## src/rtl/uart_tx.sv

```systemverilog
// UART transmitter: 16x oversampled bit timing, 5-8 data bits, optional
// parity (odd/even/stick), 1 or 2 stop bits and break control.
module uart_tx (
    input  logic       clk,
    input  logic       rst_n,
    input  logic       baud_tick,
    input  logic [7:0] thr_data,
    input  logic       thr_valid,
    output logic       thr_ready,
    input  logic [1:0] wls,
    input  logic       stb,
    input  logic       pen,
    input  logic       eps,
    input  logic       sp,
    input  logic       brk,
    output logic       txd,
    output logic       tx_busy
);

    localparam logic [2:0] IDLE   = 3'd0;
    localparam logic [2:0] START  = 3'd1;
    localparam logic [2:0] DATA   = 3'd2;
    localparam logic [2:0] PARITY = 3'd3;
    localparam logic [2:0] STOP   = 3'd4;

    logic [2:0] state_r;
    logic [2:0] state_s;
    logic [3:0] tick_r;
    logic [3:0] tick_s;
    logic [2:0] bit_r;
    logic [2:0] bit_s;
    logic [7:0] data_r;
    logic [1:0] wls_r;
    logic       stb_r;
    logic       pen_r;
    logic       eps_r;
    logic       sp_r;
    logic       txd_r;
    logic       line_s;
    logic       par_s;
    logic [2:0] last_bit_s;

    // Bits above the word length are masked so the result equals the XOR of
    // the zero-extended character seen by the receiver.
    function automatic logic parity_bit(input logic [7:0] data, input logic [1:0] len,
                                        input logic even, input logic stick);
        logic [7:0] mask;
        logic       p;
        mask = 8'hFF >> (2'd3 - len);
        p    = ^(data & mask);
        if (stick) begin
            parity_bit = ~even;
        end else if (even) begin
            parity_bit = p;
        end else begin
            parity_bit = ~p;
        end
    endfunction

    assign last_bit_s = 3'd4 + {1'b0, wls_r};
    assign par_s      = parity_bit(data_r, wls_r, eps_r, sp_r);

    // Next-state logic: every bit period is 16 ticks; STOP reuses bit_r to count a second stop bit.
    always_comb begin
        state_s = state_r;
        tick_s  = tick_r;
        bit_s   = bit_r;
        case (state_r)
            IDLE: begin
                if (thr_valid) begin
                    state_s = START;
                    tick_s  = 4'd0;
                    bit_s   = 3'd0;
                end else begin
                    state_s = IDLE;
                end
            end
            START, DATA, PARITY, STOP: begin
                if (baud_tick) begin
                    tick_s = tick_r + 4'd1;
                    if (tick_r == 4'd15) begin
                        case (state_r)
                            START: begin
                                state_s = DATA;
                                bit_s   = 3'd0;
                            end
                            DATA: begin
                                if (bit_r == last_bit_s) begin
                                    state_s = pen_r ? PARITY : STOP;
                                    bit_s   = 3'd0;
                                end else begin
                                    bit_s = bit_r + 3'd1;
                                end
                            end
                            PARITY: begin
                                state_s = STOP;
                                bit_s   = 3'd0;
                            end
                            STOP: begin
                                if (stb_r && (bit_r == 3'd0)) begin
                                    bit_s = 3'd1;
                                end else begin
                                    state_s = IDLE;
                                    bit_s   = 3'd0;
                                end
                            end
                            default: state_s = IDLE;
                        endcase
                    end else begin
                        bit_s = bit_r;
                    end
                end else begin
                    tick_s = tick_r;
                end
            end
            default: begin
                state_s = IDLE;
                tick_s  = 4'd0;
                bit_s   = 3'd0;
            end
        endcase
    end

    // Line level for the upcoming state, so txd can be registered without a cycle of lag.
    always_comb begin
        case (state_s)
            IDLE:    line_s = 1'b1;
            START:   line_s = 1'b0;
            DATA:    line_s = data_r[bit_s];
            PARITY:  line_s = par_s;
            STOP:    line_s = 1'b1;
            default: line_s = 1'b1;
        endcase
    end

    // State, counters, frame configuration latch and registered serial output.
    always_ff @(posedge clk) begin
        if (!rst_n) begin
            state_r <= IDLE;
            tick_r  <= 4'd0;
            bit_r   <= 3'd0;
            data_r  <= 8'd0;
            wls_r   <= 2'd0;
            stb_r   <= 1'b0;
            pen_r   <= 1'b0;
            eps_r   <= 1'b0;
            sp_r    <= 1'b0;
            txd_r   <= 1'b1;
        end else begin
            state_r <= state_s;
            tick_r  <= tick_s;
            bit_r   <= bit_s;
            if ((state_r == IDLE) && thr_valid) begin
                data_r <= thr_data;
                wls_r  <= wls;
                stb_r  <= stb;
                pen_r  <= pen;
                eps_r  <= eps;
                sp_r   <= sp;
            end else begin
                data_r <= data_r;
            end
            txd_r <= brk ? 1'b0 : line_s;
        end
    end

    assign thr_ready = (state_r == IDLE);
    assign tx_busy   = (state_r != IDLE);
    assign txd       = txd_r;

endmodule

```

## config.mk

```make
export PLATFORM = sky130hd
export DESIGN_NAME = uart_tx
export DESIGN_NICKNAME = d
export VERILOG_FILES = /design/src/rtl/uart_tx.sv
export SDC_FILE = /design/constraint.sdc
export NUM_CORES = 1
export LEC_CHECK = 0
export ABC_AREA = 1
export CAP_MARGIN = 20
export CORE_ASPECT_RATIO = 1.75
export CORE_UTILIZATION = 46
export DETAILED_ROUTE_END_ITERATION = 8
export GPL_TIMING_DRIVEN = 0
export PLACE_DENSITY = 0.7
export SKIP_CTS_REPAIR_TIMING = 1
export SLEW_MARGIN = 10
export SYNTH_ARGS = -nofsm -noshare
export SYNTH_HDL_FRONTEND = slang
export SYNTH_SLANG_ARGS = --single-unit
```

## constraint.sdc

```tcl
create_clock -name clk -period 3.46 [get_ports clk]
set_input_delay 1.038 -clock clk [delete_from_list [all_inputs] [get_ports clk]]
set_output_delay 1.038 -clock clk [all_outputs]
set_load 0.03 [all_outputs]
```

After elaboration in Yosys (flattened, before gate mapping)
Index checks and enable logic that the tools add are counted.
- bits in registers: 25
- output and inout port bits: 3
- word-level logic and storage cells: 63
- $lt $le $gt $ge: 1
- multiplexer cells: 24
- reductions and logical operators: 9
- add/sub/neg operators: 4
- bitwise gates (word level): 3
- shifts and indexed selects: 1
- eq/ne operators: 11
- operator list (kind ; count):
    $mux W3 ; 9
    $eq A3 B2 Y1 const B ; 4
    $pmux W3 S2 ; 2
    $pmux W3 S4 ; 1
    $pmux W3 S3 ; 1
    $and A8 B8 Y8 ; 1
    $mux W4 ; 2
    $pmux W4 S2 ; 1
    $reduce_xor A8 Y1 ; 1
    $shr A8 B2 Y8 const A ; 1
    $eq A3 B1 Y1 const B ; 2
    $logic_not A3 Y1 ; 2
    $mux W1 ; 6
    $add A4 B1 Y4 const B ; 1
    $eq A4 B4 Y1 const B ; 1
    $lt A3 B4 Y1 const B ; 1
    $ne A2 B2 Y1 const B ; 2
    $reduce_or A4 Y1 ; 1
    $add A3 B1 Y3 const B ; 1
    $add A3 B2 Y3 const A ; 1
    $bmux W1 S3 ; 1
    $eq A3 B3 Y1 ; 1
    $eq A3 B3 Y1 const B ; 1
    $pmux W1 S3 ; 1
    other kinds (6) ; 8

Longest topological paths before layout
- depth after elaboration: 11
- gate-level depth with buffers: 16
- depth with buffers taken out: 16

Least setup slack after synthesis
Ideal clock, no wire load.
- path kind: input-to-reg
- start: input port baud_tick
- end: register txd_r, in the netlist txd
- path buffers: 0
- required time: 3.339 ns
- stages on the path: 15
- data arrival time: 2.063 ns
- slack: 1.276 ns
- cell sequence: nand2_1 -> nor2_2 -> nand2_1 -> nand2_1 -> nor2_2 -> nor2_4 -> nand2_2 -> nand2_1 -> nand3_1 -> nand2_1 -> nand2_1 -> nand3_1 -> nand3_1 -> nand2_1 -> nand2_1
- longest elaborated chain between the ends: 6
- elaborated cells on any way between the ends: 11
- RTL lines (what ; RTL line ; text):
    start, declared ; 6 ; input logic baud_tick,
    $mux W3 ; 79 ; if (baud_tick) begin
    $pmux W3 S2 ; 68 ; case (state_r)
    $bmux W1 S3 ; 129 ; DATA: line_s = data_r[bit_s];
    $mux W1 (implied by the code) ; 129 ;
    $pmux W1 S3 * ; 126 ; case (state_s)
    $mux W1 * ; 163 ; txd_r <= brk ? 1'b0 : line_s;
    end signal, assigned ; 163 ;
    end, declared ; 38 ; logic txd_r;
Every way passes the cells marked *; elsewhere a longest branch is shown, timed or not. The select of a mux whose other input is x is not followed.
A chain may end at the register's enable or synchronous reset.

Final worst setup path
- start: register state_r[0]
- end: output port thr_ready
- longest elaborated chain between the ends: 1
- RTL lines (what ; RTL line ; text):
    start, declared ; 26 ; logic [2:0] state_r;
    start signal, assigned ; 150 ; state_r <= state_s;
    $logic_not A3 Y1 ; 167 ; assign thr_ready = (state_r == IDLE);
    end, declared ; 9 ; output logic thr_ready,
No other way between the ends.

==> impl_results.md <==
* Outcome: finished, final reports clean
* Min Tclk post-route at 2697 ps
* Max Fclk at 370.7 MHz
* Switching share of power at 28.41%
* TNS Setup at 0 ps
* Worst path slowest cell: clkdlybuf4s50_1
* Worst setup path start: state_r[0]
* Synth unique cells at 27
* Lkg Pwr at 0.7024 nW
* Critical path endpoint category: primary output
* Max-cap violations at 0
* RSZ-0062 raised after global routing: false
* ANT cells at 0
* Switching power total at 0.1775 mW
* Via/cell ratio at 5.288
* Largest net degree at the start of global routing at 14
* Antenna violations before repair at 0
* Critical path endpoint: thr_ready
* Internal power at 0.4472 mW
* Warnings, synthesis at 0
* Main combinational cell family by area after synthesis: simple AND/OR/NAND/NOR gates
* CTS buffer count at 3
* Critical Path RT at 2420 ps
* Synth Area in XOR/XNOR at 3.684%
* PwrDens at 363.9 nW/um^2
* Comb power frac at 20.8%
* Area leader, netlist: dfxtp_1
* Chip Width at 44.10 um
* Commonest non-fill, non-tap cell in the layout: nand2_1
* Period utilization at 77.96%
* FF+latch area at 500.5 um^2
* ANT nets after route at 0
* Post-Syn Nets at 233
* Top_reg_cell synth: dfxtp_1
* Final setup vio count at 0
* Cell count after synthesis at 211
* Post-synthesis simple-gate area fraction at 36.93%
* Most frequent cells in the layout: 44 x nand2_1, 28 x nor2_1, 26 x inv_1
* Hold/Removal Path Class: flip-flop to flip-flop
* Number of fill cells at 292
* Clock power share at 28.0%
* Seq/Total Area, Yosys at 35.09%
* # rows at 26
* CTS tree: yes
* GR Util All Layers at 22.09%
* Final #Nets at 259
* Post-synthesis compound-gate area fraction at 13.51%
* Final HPWL from detailed placement at 2.530 mm
* Vias in the first global route at 1,391
* CP cell instances: nor2_4 > nand2_1 > inv_1 > clkdlybuf4s50_1
* Worst Path Class, Setup: flip-flop to primary output
* DR vias at 1,396
* GR Util met1 at 21.26%
* Max clock buf depth at 2
* M3 GR Usage at 2.607%
* I/O Buffers at 21
* Worst Skew at 3.478 ps
* Share of cells above drive strength 1 at 8.051%
* Fin area at 1717 um^2
* DR pass1 iterations at 4
* DRC Markers at 0
* Sink Count at 25
* Die Y at 75.67 um
* Placed instance area at 1672 um^2
* GP Congestion at 0.8570
* Worst path max stage delay at 650 ps
* Top-area cell type share of the netlist area at 35.09%
* Slew Limit Headroom at 63.89%
* Max Slew Vio Count at 0
* 1st-iter DRT viols at 22
* GR peak layer: met2
* First-pass GRT wire length at 5.520 mm
* Worst setup SP type: flip-flop
* Asr flop ratio synth at 0%
* Least-Margin Pin Slew at 539.6 ps
* Worst r2r dst: txd
* Average size of a mapped cell at 6.760 um^2
* Area grow syn2layout at 20.35%
* Placeable Area at 2928 um^2
* Final hold vios at 0
* Core Util, Final at 58.63%
* Sequential fraction of design power at 51.2%
* Post-Synth Adder-Cell Area at 2.632%
* H-tree Lvls at 1
* Post-synth EDFFs at 0
* Mux contribution to synthesized area at 0%
* Root buffer cell: clkbuf_8
* Drt wl/cell at 12.09 um
* R2R depth at 16
* Cell Area, Synth at 1426 um^2
* Leading post-synthesis cells by cell area: dfxtp_1 35%, nand2_1 12%, nor2_1 7.4%
* Peak supply drop at 0.0002266 V
* I/O pins at 22
* Drt total wl at 3.191 mm
* Met2 Track Usage GR at 43.46%
* Area of the multi-input gates at 809.5 um^2
* Reg2reg setup slack at 1470 ps
* Clock Latency Late Sink at 270 ps
* Initial Util at 48.72%
* CP Max Fanout at 4
* Reg2Reg Launch Point: tick_r[0]
* Die area at 3336 um^2
* FF+latch count, synth at 25
* Total gr overflow at 0
* Arrival @ worst endpoint at 1660 ps
* Reg clk slew, reported paths at 90 ps
state kept, by name (all words and copies together), names as in the netlist:
| signal | cells |
|---|---|
| sp_r | 1 |
| state_r | 3 |
| data_r | 8 |
| pen_r | 1 |
| tick_r | 4 |
| txd | 1 |
| eps_r | 1 |
| bit_r | 3 |
| wls_r | 2 |
| stb_r | 1 |
worst max-delay path, delay by kind of cell (launching register included):
kind                   cells  cell delay [ps]
AND/OR/NAND/NOR            2              300
flip-flops                 1              380
buffers and inverters      2              710
logic make-up after synthesis:
group / after synthesis
buf+inv: 31
xor+xnor: 6
fa+ha+maj: 3
compound gates: 35
simple gates: 111
flops: 25
per-layer routing:
layer  part of all wire, %  vias up
li1                      -      729
met1                    39      627
met2                    55       29
met3                   2.2       11
met4                   4.1        0
met5                     0        -
area by class of cell:
type	count	share of cell area, %
timing repair buffer	21	12.24
sequential	25	29.15
tap	28	2.041
inverter	28	6.122
clock buffer	4	2.624
multi-input combinational	155	47.16
buffer	3	0.6560
synth_stat cells, types with 2 or more instances:
cell type	number
nor2_2	3
nor2_1	28
dfxtp_1	25
nand2_1	44
xor2_1	3
o21ai_0	21
clkbuf_1	2
inv_2	2
nor3_1	4
nand3_1	16
nand4_1	5
nand2_4	2
a21oi_1	11
xnor2_1	3
ha_1	3
inv_1	26
nor2_4	3
how the worst min path moves through the flow:
stage          startpoint  cells past startpoint  endpoint  slack [ps]
6_report            pen_r                      2     pen_r         460
5_1_grt             pen_r                      2     pen_r         510
4_1_cts             pen_r                      2     pen_r         470
2_1_floorplan       pen_r                      2     pen_r         430
3_5_place_dp        pen_r                      2     pen_r         450
3_3_place_gp        pen_r                      2     pen_r         450
power by group through the flow:
stage	clock (mW)	combinational, mW	sequential [mW]
6_report	0.175	0.130	0.320
3_5_place_dp	0	0.131	0.327
2_1_floorplan	0	0.0845	0.326
4_1_cts	0.177	0.131	0.320
5_1_grt	0.185	0.150	0.323
3_3_place_gp	0	0.129	0.326
stage by stage:
stage | power (mW) | worst slack, ps | hold slack (ps) | std cells
6_report | 0.6247 | 762.7 | 463.8 | 264
5_1_grt | 0.6580 | 608.9 | 507.5 | 264
4_1_cts | 0.6282 | 749.8 | 467.4 | 264
3_5_place_dp | 0.4578 | 508.7 | 454.9 | 260
3_3_place_gp | 0.4557 | 500.5 | 454.6 | 260
2_1_floorplan | 0.4103 | 1276 | 429.1 | 211
No activity file was read; power rests on OpenSTA's default activity.
